`src/rtl/core_pkg.sv`:
```
// Shared integer-core types: tag/data widths, CDB and issue bundles, RS entry layout.
package core_pkg;

   localparam int TAG_W  = 6;
   localparam int DATA_W = 32;
   localparam int INST_W = 10;

   localparam logic [TAG_W-1:0] TAG_NONE = '0;

   typedef struct packed {
      logic [INST_W-1:0] inst;
      logic [TAG_W-1:0]  dest;
      logic [DATA_W-1:0] opr1;
      logic [DATA_W-1:0] opr2;
   } rs2exe_t;

   typedef struct packed {
      logic [TAG_W-1:0]  tag;
      logic [DATA_W-1:0] value;
   } cdb_t;

   // When rdy=0 the low TAG_W bits of val hold the producer tag.
   typedef struct packed {
      logic              rdy;
      logic [DATA_W-1:0] val;
   } rs_operand_t;

   typedef struct packed {
      logic              valid;
      logic [INST_W-1:0] inst;
      logic [TAG_W-1:0]  dest;
      rs_operand_t       opr1;
      rs_operand_t       opr2;
   } rs_entry_t;

   function automatic logic tag_match(input rs_operand_t opd, input cdb_t bc);
      return !opd.rdy && (bc.tag != TAG_NONE) && (opd.val[TAG_W-1:0] == bc.tag);
   endfunction

endpackage

```
`src/rtl/rs_integer_if.sv`:
```
// Dispatch / CDB / issue bundle between the integer RS and its neighbours.
interface rs_integer_if #(parameter int DEPTH = 4) ();

   logic                         flush;
   logic                         disp_valid;
   logic                         disp_ready;
   logic [core_pkg::INST_W-1:0]  disp_inst;
   logic [core_pkg::TAG_W-1:0]   disp_dest;
   logic                         disp_opr1_rdy;
   logic [core_pkg::DATA_W-1:0]  disp_opr1;
   logic                         disp_opr2_rdy;
   logic [core_pkg::DATA_W-1:0]  disp_opr2;
   core_pkg::cdb_t               cdb;
   logic                         exe_en;
   core_pkg::rs2exe_t            rs2exe;
   logic [$clog2(DEPTH+1)-1:0]   count;

   modport master (
      output flush, disp_valid, disp_inst, disp_dest,
             disp_opr1_rdy, disp_opr1, disp_opr2_rdy, disp_opr2, cdb,
      input  disp_ready, exe_en, rs2exe, count
   );

   modport slave (
      input  flush, disp_valid, disp_inst, disp_dest,
             disp_opr1_rdy, disp_opr1, disp_opr2_rdy, disp_opr2, cdb,
      output disp_ready, exe_en, rs2exe, count
   );

endinterface

```
`src/rtl/rs_operand_wakeup.sv`:
```
// Per-operand CDB snoop: a pending operand whose tag matches a live broadcast becomes ready with its value.
module rs_operand_wakeup
   import core_pkg::*;
(
   input  rs_operand_t opd,
   input  cdb_t        cdb,
   output rs_operand_t nxt
);

   always_comb begin
      nxt = opd;
      if (tag_match(opd, cdb)) begin
         nxt.rdy = 1'b1;
         nxt.val = cdb.value;
      end
   end

endmodule

```
`src/rtl/rs_integer.sv`:
```
// Integer reservation station: compacting age queue, CDB wakeup, oldest-ready registered issue.
// Build option CDB_WAKEUP_FORWARD_EN lets a same-cycle CDB match count as ready at select.
module rs_integer
   import core_pkg::*;
#(
   parameter int DEPTH = 4
)
(
   input  logic        clk,
   input  logic        rst_n,
   rs_integer_if.slave bus
);

   localparam int IDX_W = (DEPTH > 1) ? $clog2(DEPTH) : 1;
   localparam int CNT_W = $clog2(DEPTH + 1);

   rs_entry_t         ent_q  [DEPTH];
   rs_entry_t         ent_wk [DEPTH];
   rs_entry_t         ent_up [DEPTH];
   rs_entry_t         ent_d  [DEPTH];
   rs_operand_t       w1     [DEPTH];
   rs_operand_t       w2     [DEPTH];

   logic [DEPTH-1:0]  rdy_vec;
   logic              sel_vld;
   logic [IDX_W-1:0]  sel_idx;
   rs_entry_t         iss;
   rs2exe_t           sel_bundle;

   rs_operand_t       disp_o1_raw, disp_o2_raw;
   rs_operand_t       disp_o1, disp_o2;
   rs_entry_t         disp_ent;
   logic              disp_fire;
   int                tail;

   logic [CNT_W-1:0]  count_q, count_d;
   logic              exe_en_q;
   rs2exe_t           rs2exe_q;

   // Per-entry wakeup and the down-shifted view used for compaction.
   for (genvar g = 0; g < DEPTH; g++) begin : g_ent
      rs_operand_wakeup u_w1 (.opd(ent_q[g].opr1), .cdb(bus.cdb), .nxt(w1[g]));
      rs_operand_wakeup u_w2 (.opd(ent_q[g].opr2), .cdb(bus.cdb), .nxt(w2[g]));

      if (g < DEPTH - 1) begin : g_up
         assign ent_up[g] = ent_wk[g+1];
      end else begin : g_top
         assign ent_up[g] = '0;
      end

`ifdef CDB_WAKEUP_FORWARD_EN
      assign rdy_vec[g] = ent_wk[g].valid && ent_wk[g].opr1.rdy && ent_wk[g].opr2.rdy;
`else
      assign rdy_vec[g] = ent_q[g].valid && ent_q[g].opr1.rdy && ent_q[g].opr2.rdy;
`endif
   end

   always_comb begin
      for (int i = 0; i < DEPTH; i++) begin
         ent_wk[i]      = ent_q[i];
         ent_wk[i].opr1 = w1[i];
         ent_wk[i].opr2 = w2[i];
      end
   end

   // A dispatch landing in the same cycle as its producer's broadcast must not miss it.
   assign disp_o1_raw = '{rdy: bus.disp_opr1_rdy, val: bus.disp_opr1};
   assign disp_o2_raw = '{rdy: bus.disp_opr2_rdy, val: bus.disp_opr2};

   rs_operand_wakeup u_disp1 (.opd(disp_o1_raw), .cdb(bus.cdb), .nxt(disp_o1));
   rs_operand_wakeup u_disp2 (.opd(disp_o2_raw), .cdb(bus.cdb), .nxt(disp_o2));

   assign disp_ent = '{valid: 1'b1, inst: bus.disp_inst, dest: bus.disp_dest,
                       opr1: disp_o1, opr2: disp_o2};

   always_comb begin
      sel_vld = 1'b0;
      sel_idx = '0;
      for (int i = DEPTH - 1; i >= 0; i--) begin
         if (rdy_vec[i]) begin
            sel_vld = 1'b1;
            sel_idx = IDX_W'(i);
         end
      end
   end

   always_comb begin
`ifdef CDB_WAKEUP_FORWARD_EN
      iss = ent_wk[sel_idx];
`else
      iss = ent_q[sel_idx];
`endif
      sel_bundle = '{inst: iss.inst, dest: iss.dest, opr1: iss.opr1.val, opr2: iss.opr2.val};
   end

   assign bus.disp_ready = (count_q < CNT_W'(DEPTH));
   assign disp_fire      = bus.disp_valid && bus.disp_ready;

   // Entries at and above the issued slot slide down; a new dispatch lands at the new tail.
   always_comb begin
      tail = int'(count_q) - (sel_vld ? 1 : 0);
      for (int i = 0; i < DEPTH; i++) begin
         if (sel_vld && (i >= int'(sel_idx))) begin
            ent_d[i] = ent_up[i];
         end else begin
            ent_d[i] = ent_wk[i];
         end
         if (disp_fire && (i == tail)) begin
            ent_d[i] = disp_ent;
         end
      end
      count_d = count_q - CNT_W'(sel_vld) + CNT_W'(disp_fire);
   end

   always_ff @(posedge clk or negedge rst_n) begin
      if (!rst_n) begin
         for (int i = 0; i < DEPTH; i++) begin
            ent_q[i] <= '0;
         end
         count_q  <= '0;
         exe_en_q <= 1'b0;
         rs2exe_q <= '0;
      end else if (bus.flush) begin
         for (int i = 0; i < DEPTH; i++) begin
            ent_q[i] <= '0;
         end
         count_q  <= '0;
         exe_en_q <= 1'b0;
      end else begin
         ent_q    <= ent_d;
         count_q  <= count_d;
         exe_en_q <= sel_vld;
         if (sel_vld) begin
            rs2exe_q <= sel_bundle;
         end
      end
   end

   assign bus.exe_en = exe_en_q;
   assign bus.rs2exe = rs2exe_q;
   assign bus.count  = count_q;

endmodule

```
`src/flat_wrapper.sv`:
```
// flat-port wrapper written by rule: the top's interface ports become plain ports
module rs_integer_flat import core_pkg::*;
#(
   parameter int DEPTH = 4
)
  (clk, rst_n, bus_flush, bus_disp_valid, bus_disp_inst, bus_disp_dest, bus_disp_opr1_rdy, bus_disp_opr1, bus_disp_opr2_rdy, bus_disp_opr2, bus_cdb, bus_disp_ready, bus_exe_en, bus_rs2exe, bus_count);
  rs_integer_if #(.DEPTH(DEPTH)) bus_i ();
  input  logic clk;
  input  logic rst_n;
  input wire logic [$bits(bus_i.flush)-1:0] bus_flush;
  input wire logic [$bits(bus_i.disp_valid)-1:0] bus_disp_valid;
  input wire logic [$bits(bus_i.disp_inst)-1:0] bus_disp_inst;
  input wire logic [$bits(bus_i.disp_dest)-1:0] bus_disp_dest;
  input wire logic [$bits(bus_i.disp_opr1_rdy)-1:0] bus_disp_opr1_rdy;
  input wire logic [$bits(bus_i.disp_opr1)-1:0] bus_disp_opr1;
  input wire logic [$bits(bus_i.disp_opr2_rdy)-1:0] bus_disp_opr2_rdy;
  input wire logic [$bits(bus_i.disp_opr2)-1:0] bus_disp_opr2;
  input wire logic [$bits(bus_i.cdb)-1:0] bus_cdb;
  output wire logic [$bits(bus_i.disp_ready)-1:0] bus_disp_ready;
  output wire logic [$bits(bus_i.exe_en)-1:0] bus_exe_en;
  output wire logic [$bits(bus_i.rs2exe)-1:0] bus_rs2exe;
  output wire logic [$bits(bus_i.count)-1:0] bus_count;
  assign bus_i.flush = bus_flush;
  assign bus_i.disp_valid = bus_disp_valid;
  assign bus_i.disp_inst = bus_disp_inst;
  assign bus_i.disp_dest = bus_disp_dest;
  assign bus_i.disp_opr1_rdy = bus_disp_opr1_rdy;
  assign bus_i.disp_opr1 = bus_disp_opr1;
  assign bus_i.disp_opr2_rdy = bus_disp_opr2_rdy;
  assign bus_i.disp_opr2 = bus_disp_opr2;
  assign bus_i.cdb = bus_cdb;
  assign bus_disp_ready = bus_i.disp_ready;
  assign bus_exe_en = bus_i.exe_en;
  assign bus_rs2exe = bus_i.rs2exe;
  assign bus_count = bus_i.count;
  rs_integer #(.DEPTH(DEPTH)) u_core (.clk(clk), .rst_n(rst_n), .bus(bus_i));
endmodule
```
`config.mk`:
```
export PLATFORM = sky130hd
export DESIGN_NAME = rs_integer_flat
export DESIGN_NICKNAME = d
export VERILOG_FILES = /design/src/rtl/core_pkg.sv /design/src/rtl/rs_integer_if.sv /design/src/rtl/rs_operand_wakeup.sv /design/src/rtl/rs_integer.sv /design/src/flat_wrapper.sv
export SDC_FILE = /design/constraint.sdc
export NUM_CORES = 1
export LEC_CHECK = 0
export BUFFER_PORTS_ARGS = -buffer_cell sky130_fd_sc_hd__buf_2
export CAP_MARGIN = 0
export CORE_UTILIZATION = 45
export CTS_CLUSTER_SIZE = 12
export DETAILED_ROUTE_END_ITERATION = 10
export MAX_ROUTING_LAYER = met4
export PLACE_DENSITY = 0.74
export SLEW_MARGIN = 0
export SYNTH_ARGS = -nofsm -noshare
export SYNTH_HDL_FRONTEND = slang
export SYNTH_SLANG_ARGS = --single-unit
```
`constraint.sdc`:
```
create_clock -name clk -period 2.95 [get_ports clk]
set_input_delay 0.4425 -clock clk [delete_from_list [all_inputs] [get_ports clk]]
set_output_delay 0.4425 -clock clk [all_outputs]
set_load 0.02 [all_outputs]
```
* Word-level counts from Yosys, hierarchy flattened
Index checks and enable logic that the tools add are counted.
** Word-level totals
- Flip-flop bits (word level) :: 416
- Input bits :: 124
- Output and inout bits :: 85
- Logic and storage cells :: 145
** Operators by class
- Add/sub/neg operators :: 3
- Magnitude comparators :: 5
- Equality and inequality tests :: 13
- Mux-type cells :: 33
- Bitwise operators :: 2
- Reduce and logical (&&, ||, !) cells :: 55
** Operators with widths (number)
- two-way mux 83 bit :: 8
- two-way mux 332 bit :: 1
- two-way mux 33 bit :: 10
- binary-select mux 83 bit (select 2 bit) :: 1
- two-way mux 82 bit :: 2
- equality test 3 x 32 -> 1 bit (first input constant) :: 2
- equality test 6 bit :: 10
- logical AND 1 bit :: 36
- equality test 2 x 32 -> 1 bit (first input constant) :: 1
- zero test 32 bit :: 1
- subtractor 4 x 32 -> 32 bit :: 1
- nonzero test 3 bit :: 4
- zero test 1 bit :: 10
- two-way mux 2 bit :: 4
- nonzero test 4 bit :: 2
- two-way mux 1 bit :: 6
- nonzero test 6 bit :: 1
- greater-or-equal comparator 1 x 2 -> 1 bit (first input constant) :: 2
- adder 3 x 1 -> 3 bit :: 1
- greater-or-equal comparator 3 bit (second input constant) :: 1
- < comparator 3 bit (second input constant) :: 1
- two-way mux 3 bit :: 1
- NOT 2 -> 3 bit :: 1
- subtractor 3 x 1 -> 3 bit :: 1
- other kinds (3) :: 3

* Longest topological paths before layout
Gate-level depths: netlist of the first run.
- Depth in word-level cells :: 12
- Gate-level depth with buffers :: 16
- Gate-level depth less buffers :: 13

* Cells and area by module
A second synthesis of the first run with hierarchy kept.
** Second synthesis, totals
- Cell total of the unflattened synthesis :: 2715
- Area total of the unflattened synthesis :: 25400.6 um^2
** Modules (own cells, without submodules)
- rs_integer :: times used 1, cells an instance 2255, area an instance 20383.3 um^2, sequential area each 10410.0 um^2
- rs_operand_wakeup :: times used 10, cells an instance 46, area an instance 501.7 um^2, sequential area each 0.0 um^2

* Least setup slack after synthesis of the first run
No wires, ideal clock.
- Path kind :: reg-to-reg
- From :: register u_core.ent_q[198] in the netlist's numbering
- To :: register u_core.ent_q[250] in the netlist's numbering
- Setup time :: 0.146 ns
- Arrival time :: 2.814 ns
- Data required time :: 2.804 ns
- Path slack :: -0.009 ns
- Stages on the path, launching flop included :: 17
- Path buffers :: 3
- Period minus slack after synthesis :: 2.959 ns
- Path through :: dfrtp_1 > nand3_1 > nand2_1 > nor2_1 > inv_1 > ha_1 > nor2b_1 > ha_1 > nand4bb_1 > a21oi_2 > and3b_1 > buf_2 > buf_1 > nor3b_2 > clkbuf_1 > nand2_1 > o221ai_1
** Between the ends
- Word-level cells in the longest chain between the ends :: 9
- Elaborated cells on any way between the ends :: 19
- Classes of those cells :: 1 x add/sub; 1 x order compare; 9 x mux; 8 x reduce/logical
** RTL lines
- start, declared :: line rs_integer.sv:17 : rs_entry_t ent_q [DEPTH];
- start signal, assigned :: line rs_integer.sv:130 : ent_q <= ent_d;
- logical AND 1 bit :: line rs_integer.sv:54 : assign rdy_vec[g] = ent_q[g].valid && ent_q[g].opr1.rdy && ent_q[g].opr2.rdy;
- two-way mux 1 bit (2 in series) :: line rs_integer.sv:80 : if (rdy_vec[i]) begin
- two-way mux 1 bit :: line rs_integer.sv:101 : tail = int'(count_q) - (sel_vld ? 1 : 0);
- subtractor 4 x 32 -> 32 bit :: line rs_integer.sv:101
- zero test 32 bit :: line rs_integer.sv:108 : if (disp_fire && (i == tail)) begin
- logical AND 1 bit :: line rs_integer.sv:108
- two-way mux 83 bit :: line rs_integer.sv:108
- two-way mux 332 bit :: line rs_integer.sv:123 : end else if (bus.flush) begin
Several ways; a longest one is shown, not always the timed one. The select of a mux whose other input is x is not followed.
A chain may end at the register's enable or synchronous reset.

* Worst setup path after layout of the first run
- From :: register u_core.ent_q[65] in the netlist's numbering
- To :: register u_core.ent_q[311] in the netlist's numbering
** Between the ends
- Word-level cells in the longest chain between the ends :: 12
- Elaborated cells on any way between the ends :: 20
- Classes of those cells :: 1 x add/sub; 1 x order compare; 12 x mux; 6 x reduce/logical
** RTL lines (line)
- logical AND 1 bit * (2 in series) :: rs_integer.sv:54
- two-way mux 1 bit (4 in series) :: rs_integer.sv:80
- two-way mux 1 bit :: rs_integer.sv:101
- subtractor 4 x 32 -> 32 bit :: rs_integer.sv:101
- zero test 32 bit :: rs_integer.sv:108
- logical AND 1 bit :: rs_integer.sv:108
- two-way mux 83 bit :: rs_integer.sv:108
- two-way mux 332 bit :: rs_integer.sv:123
Mark *: on every way between the ends. The rest lies on a longest branch, timed or not. The select of a mux whose other input is x is not followed.

==> metrics.md, run 1 <==
| Metric | Value |
|---|---|
| Outcome | `complete, no violations` |
| Count leader, synth | `nand2_1` |
| Worst-path clk slew | `60 ps` |
| Clk pwr share | `32.9%` |
| FILL cells | `4425` |
| Share of Yosys cell area claimed by the top area cell type | `44.9%` |
| Async SR Flop Fraction | `100%` |
| Yosys cell types | `52` |
| Worst-path cell chain | `nand3_2 -> nand2_2 -> nor2_4 -> inv_1 -> ha_2 -> nor2b_1 -> ha_1 -> nand4bb_1 -> a21oi_4 -> and3b_4 -> buf_4 -> buf_12 -> nor2_1 -> a221o_1 -> a31oi_1` |
| Int Power | `12.2 mW` |
| Seq pwr share | `39.4%` |
| Routed vias | `23600` |
| Primary FF master, synth | `dfrtp_1` |
| Avg Vias per Cell | `around 7` |
| WL final | `89700 µm` |
| Synth Instances | `about 2600` |
| Post-Synthesis Mean Instance Area | `9.00 µm²` |
| VDD IR max | `405 µV` |
| CTS tree | `done` |
| Sink Count | `416` |
| Final critical-path share of the clock period | `97.6%` |
| Htree depth | `2` |
| Final Max Tran Viols | `0` |
| CP arrival | `3370 ps` |
| Gr usage total | `34.2%` |
| Slowest-stage cell, CP | `dfrtp_1` |
| Final min period | `2880 ps` |
| Final setup vio count | `0` |
| Crit. End Element | `register` |
| Max clock buf depth | `3` |
| Register area share after synthesis | `between 40% and 50%` |
| First-pass GRT wire length | `137000 µm` |
| Worst-skew pair later-pin latency | `600 ps` |
| Setup crit start | `u_core.ent_q[65]` |
| Hold WS | `about 150 ps` |
| Max_cap viols | `0` |
| PD cells | `671 mW/mm²` |
| Top post-synthesis cells by area | `dfrtp_1, nand2_1, mux2i_1` |
| Top Ports | `209` |
| CTS buffer count | `47` |
| CP max FO | `13` |
| CP top delay family | `simple AND/OR/NAND/NOR gates` |
| PortBufs | `208` |
| Layout Skew | `25.0 ps` |
| Register bit total from synthesis | `416` |
| Switching share of power | `33.6%` |
| Die area | `0.0524 mm²` |
| Leak pwr | `12.3 nW` |
| Cell Rows | `82` |
| Peak Freq | `0.347 GHz` |
| Syn Nets | `2711` |
| Combinational fraction of design power | `between 20 and 30%` |
| Effective utilization at floorplan | `45.9%` |
| Placed cell areas | `0.0256 mm²` |
| Aggregate global routing overflow | `0` |
| Core Util, Final | `54.4%` |
| Bufs and invs on worst path | `3` |
| Top cells by count, synth | `nand2_1, dfrtp_1, clkbuf_1, nor2_1, mux2i_1` |
| Clock Root Buffer | `clkbuf_16` |
| Post-synth EDFFs | `0` |
| Avg WL per Cell | `approximately 26 µm` |
| Synth warnings | `0` |
| DR pass1 iterations | `7` |
| Worst slew pin tran | `1070 ps` |
| Drt initial violations | `about 3600` |
| WS Path Type | `reg -> reg` |
| Switching Power | `just over 6 mW` |
| CP max stage delay | `410 ps` |
| Die H | `229 µm` |
| Remaining DRCs | `0` |
| HPWL after detailed placement | `53300 µm` |
| Core footprint | `0.0505 mm²` |
| Vias in the first global route | `23200` |
| Reg2reg start | `u_core.ent_q[65]` |
| Placer Congestion | `0.942` |
| Post-Syn Area | `0.0232 mm²` |
| Post-synth top area cell | `dfrtp_1` |
| Worst Hold Class | `in -> reg` |
| Final Hold Viols | `0` |
| Die W | `around 230 µm` |
| Final #Nets | `2830` |
| Area growth from synthesis to final layout | `18.4%` |
| Antenna violations before repair | `7` |
| Layout cells sized above 1 | `17.2%` |
| Pin count of the biggest net entering global routing | `between 100 and 150` |
| Slew HR | `28.4%` |
| Hold Crit Start | `bus_disp_dest[1]` |
| Startpoint Class | `register` |
| Design area | `0.0275 mm²` |
| Post-DRT Antenna Nets | `0` |
| WP data required | `~3400 ps` |
[sequential cells by signal (all words and copies together), names as in the netlist]
signal             cells
u_core.bus.count       3
u_core.ent_q         332
u_core.bus.rs2exe     80
u_core.bus.exe_en      1
[what timing repair did]
action | in CTS | in global routing
hold endpoints to repair | 67 | 0
hold buffers | 1 | 0
gates resized for setup | 1 | 11
endpoints found under the setup margin | 57 | 216
setup buffers | 3 | 10
pin swaps | 0 | 6
gates cloned | 2 | 4
[path summary, 6_finish.rpt]
kind / endpoint / slack (ps) / depth (start not counted)
setup / recovery: u_core.ent_q[311] / 70 / 15
hold / removal: u_core.ent_q[67] / 150 / 2
setup reg to reg: u_core.ent_q[311] / 70 / 15
hold reg to reg: u_core.ent_q[255] / 490 / 2
max in group asynchronous: u_core.ent_q[17] / 1580 / 3
min in group asynchronous: u_core.bus.rs2exe[78] / 460 / 2
[cells by family (layout without fill, tap and decap cells)]
kind of cell / after synthesis / count (layout) / share of synthesized area [%]
flops: 416 / 416 / 44.9
compound gates: 703 / 703 / 23.2
simple gates: 929 / 929 / 16.7
other cells: 0 / 5 / 0
xor+xnor: 61 / 61 / 2.30
buf+inv: 296 / 449 / 5.23
mux: 164 / 164 / 7.10
fa+ha+maj: 9 / 9 / 0.518
[power by group through the flow]
stage | Sequential, mW | Combinational [mW] | Clock, mW
finish | 7.26 | 5.10 | 6.07
global route | 7.33 | 5.47 | 6.30
CTS | 7.21 | 4.80 | 6.07
detailed placement | 7.30 | 4.53 | 0
global placement | 7.26 | 4.35 | 0
floorplan | 7.23 | 2.90 | 0
[final cells by class]
class	count	area (µm²)	area share, %
Multi-Input combinational cell	1866	11800	43.0
Sequential cell	416	10400	37.9
Timing Repair Buffer	354	2810	10.2
Clock buffer	70	1380	5.03
Tap cell	672	841	3.06
Clock inverter	13	171	0.624
Inverter	12	45.0	0.164
Antenna cell	5	12.5	0.0455
[metal layers]
metal  up-vias  track usage [%]  routed length [µm]
met4         0             16.4                4220
met1     11500             44.0               34000
met5         -                -                   0
met3       360             8.47               10900
li1       9780                -                   -
met2      1890             50.6               40500
[stage by stage]
stage               worst slack, ps  TNS [ps]  std cells  total power, mW
floorplan                      30.9         0       2578             10.1
global placement              -8.92     -41.1       3301             11.6
detailed placement            -61.4      -696       3301             11.8
CTS                            4.61         0       3390             18.1
global route                  -29.6      -276       3408             19.1
finish                         71.4         0       3408             18.4
[cell usage in the layout (no fill, tap or decap), drive strengths merged, types with 7 or more instances in the layout]
cell,n
a31oi,119
a21oi,8
clkbuf,74
o22ai,131
nor2,163
nand3,90
o221ai,127
ha,8
and3,7
buf,348
o21ai,34
a211oi,31
mux2i,163
clkinv,7
nand2b,41
nor3,44
dfrtp,416
a221o,33
inv,13
nor4,10
a221oi,66
a311oi,49
a22o,96
xor2,56
nand2,559
Power figures use the tool's default switching activity.
==> run 2, diff against run 1 <==
Settings changed: CTS_BUF_LIST set to sky130_fd_sc_hd__clkbuf_4 sky130_fd_sc_hd__clkbuf_8, REMOVE_ABC_BUFFERS set to 1, SKIP_CTS_REPAIR_TIMING set to 1.
==> metrics.md, run 2 (synthesis gave the netlist of run 1 again) <==
| Metric | Value |
|---|---|
| Outcome | `finished with violations` |
| Failing checks | `setup timing` |
| Final critical-path share of the clock period | `101%` |
| Reg2reg start | `u_core.ent_q[165]` |
| Post-Place Cells | `3308` |
| Final Hold Viols | `0` |
| Int Power | `around 12 mW` |
| Final Max Tran Viols | `0` |
| Final setup vio count | `24` |
| PortBufs | `208` |
| Gr usage total | `34.6%` |
| First-pass GRT wire length | `138000 µm` |
| Hold worst-path end | `u_core.ent_q[70]` |
| Setup ws final | `-22.9 ps` |
| Reg area | `about 0.010 mm²` |
| Layout cells sized above 1 | `20.9%` |
| Worst slew pin tran | `around 1200 ps` |
| WS Path Type | `reg -> reg` |
| Worst-path clk slew | `~60 ps` |
| Seq pwr share | `approximately two fifths` |
| Hold WS | `69.0 ps` |
| Top Ports | `209` |
| CP arrival | `3560 ps` |
| Layout Skew | `36.6 ps` |
| CTS buffer count | `73` |
| Pin count of the biggest net entering global routing | `84` |
| Reg-to-reg slack, setup | `-20 ps` |
| Die W | `229 µm` |
| Peak Freq | `0.336 GHz` |
| Area growth from synthesis to final layout | `21.3%` |
| R2R cell count | `14` |
| Switching share of power | `between 30% and 40%` |
| CTS tree | `done` |
| WL final | `94700 µm` |
| Largest register FFs | `~330` |
| Most frequent cells in the layout | `nand2_1, dfrtp_1, buf_2` |
| Worst slack, placed | `-24.8 ps` |
| Aggregate global routing overflow | `0` |
| Vias in the first global route | `23200` |
| Switching Power | `6.62 mW` |
| Remaining DRCs | `0` |
| Multi-input gate area | `0.0121 mm²` |
| Startpoint Class | `register` |
| Placer Congestion | `roughly 0.94` |
| Worst Hold Class | `in -> reg` |
| PD cells | `just under 700 mW/mm²` |
| Final #Nets | `2873` |
| FILL cells | `4347` |
| Hold Crit Start | `bus_disp_dest[4]` |
| Leak pwr | `12.6 nW` |
| CP max FO | `16` |
| Avg WL per Cell | `27.3 µm` |
| Routed vias | `24100` |
| Worst-skew pair later-pin latency | `680 ps` |
| Finished Layout Cells | `3476` |
| Die area | `around 0.052 mm²` |
| DR pass1 iterations | `8` |
| RSZ-0062 raised after global routing | `true` |
| Drt initial violations | `3497` |
| WP data required | `3530 ps` |
| Sink Count | `416` |
| Avg Vias per Cell | `6.92` |
| Clock Root Buffer | `clkbuf_8` |
| Slew HR | `19.2%` |
| HPWL after detailed placement | `54200 µm` |
| Antenna violations before repair | `5` |
| Commonest non-fill, non-tap cell in the layout | `nand2_1` |
| Effective utilization at floorplan | `a little under half` |
| Core footprint | `0.0505 mm²` |
| Final min period | `2970 ps` |
| Cells on Worst Hold Path | `2` |
| Capturing point of the worst reg2reg path | `u_core.ent_q[38]` |
| Top reg by flops | `u_core.ent_q` |
| Max clock buf depth | `3` |
| Max_cap viols | `0` |
| Crit. End Element | `register` |
| Post-DRT Antenna Nets | `0` |
| Htree depth | `3` |
| Combinational fraction of design power | `between 20 and 30%` |
| Die H | `229 µm` |
| Cell Rows | `82` |
| VDD IR max | `392 µV` |
| Clk pwr share | `32.3%` |
-- run 2: cell types whose count changed in the layout (fill, tap and decap cells not counted), moves of 7 or more --
| cell | delta |
|---|---|
| nor2_1 | -7 |
| clkbuf_1 | -11 |
| o22ai_2 | +16 |
| clkbuf_4 | +23 |
| clkbuf_8 | +84 |
| o22ai_1 | -17 |
| clkbuf_16 | -39 |
-- run 2: layout make-up --
class                           count  area share [%]
Antenna cell                        6          0.0534
Tap cell                          672            2.99
Inverter                           12           0.160
Timing Repair Buffer              371            11.0
Sequential cell                   416            37.0
Clock buffer                      119            5.31
Clock inverter                     14           0.587
Multi-Input combinational cell   1866            42.9
-- run 2: worst max path at each step --
stage | startpoint | end | slack [ps] | depth (start not counted)
6_report | u_core.ent_q[165] | u_core.ent_q[38] | -20 | 14
5_1_grt | u_core.ent_q[165] | u_core.ent_q[9] | -80 | 15
4_1_cts | u_core.ent_q[165] | u_core.ent_q[30] | -60 | 14
3_5_place_dp | u_core.ent_q[165] | u_core.ent_q[50] | -20 | 14
3_3_place_gp | u_core.ent_q[248] | u_core.ent_q[46] | 40 | 14
2_1_floorplan | u_core.ent_q[314] | u_core.ent_q[249] | -2670 | 12
-- run 2: metrics by stage --
step | setup TNS (ps) | power (mW) | area, µm² | utilization [%]
3_3_place_gp | 0 | 11.7 | 25700 | 50.8
6_report | -232 | 18.9 | 28100 | 55.7
4_1_cts | -2580 | 18.0 | 27300 | 54.1
3_5_place_dp | -407 | 11.9 | 25700 | 50.8
5_1_grt | -4570 | 19.6 | 28100 | 55.7
2_1_floorplan | -756960 | 9.93 | 22000 | -
-- run 2: power groups by stage --
stage	Clock, mW	Combinational [mW]	Sequential [mW]
after global placement	0	4.45	7.25
after global routing	6.36	5.86	7.36
after CTS	6.12	4.64	7.22
after detailed placement	0	4.63	7.30
after floorplan	0	2.70	7.23
final	6.11	5.52	7.28
-- run 2: routing by layer --
| layer | share of wire [%] | track usage [%] | vias to the layer above |
|---|---|---|---|
| met4 | 5.7 | 19.0 | 0 |
| met2 | 44 | 50.6 | 2010 |
| met1 | 37 | 43.6 | 11700 |
| li1 | - | - | 9883 |
| met3 | 13 | 9.08 | 454 |
| met5 | 0 | - | - |
-- run 2: critical path, cell delays in order (launching register included) --
cell       delay, ps
dfrtp_1          420
nand3_2          110
nand2_2           70
nor2_2           130
inv_1             70
ha_2             170
nor2b_4          130
ha_4             270
nand4bb_4        120
a21oi_4          200
buf_6            140
nand2_2           70
or3_4            520
buf_6            260
o22ai_1          190
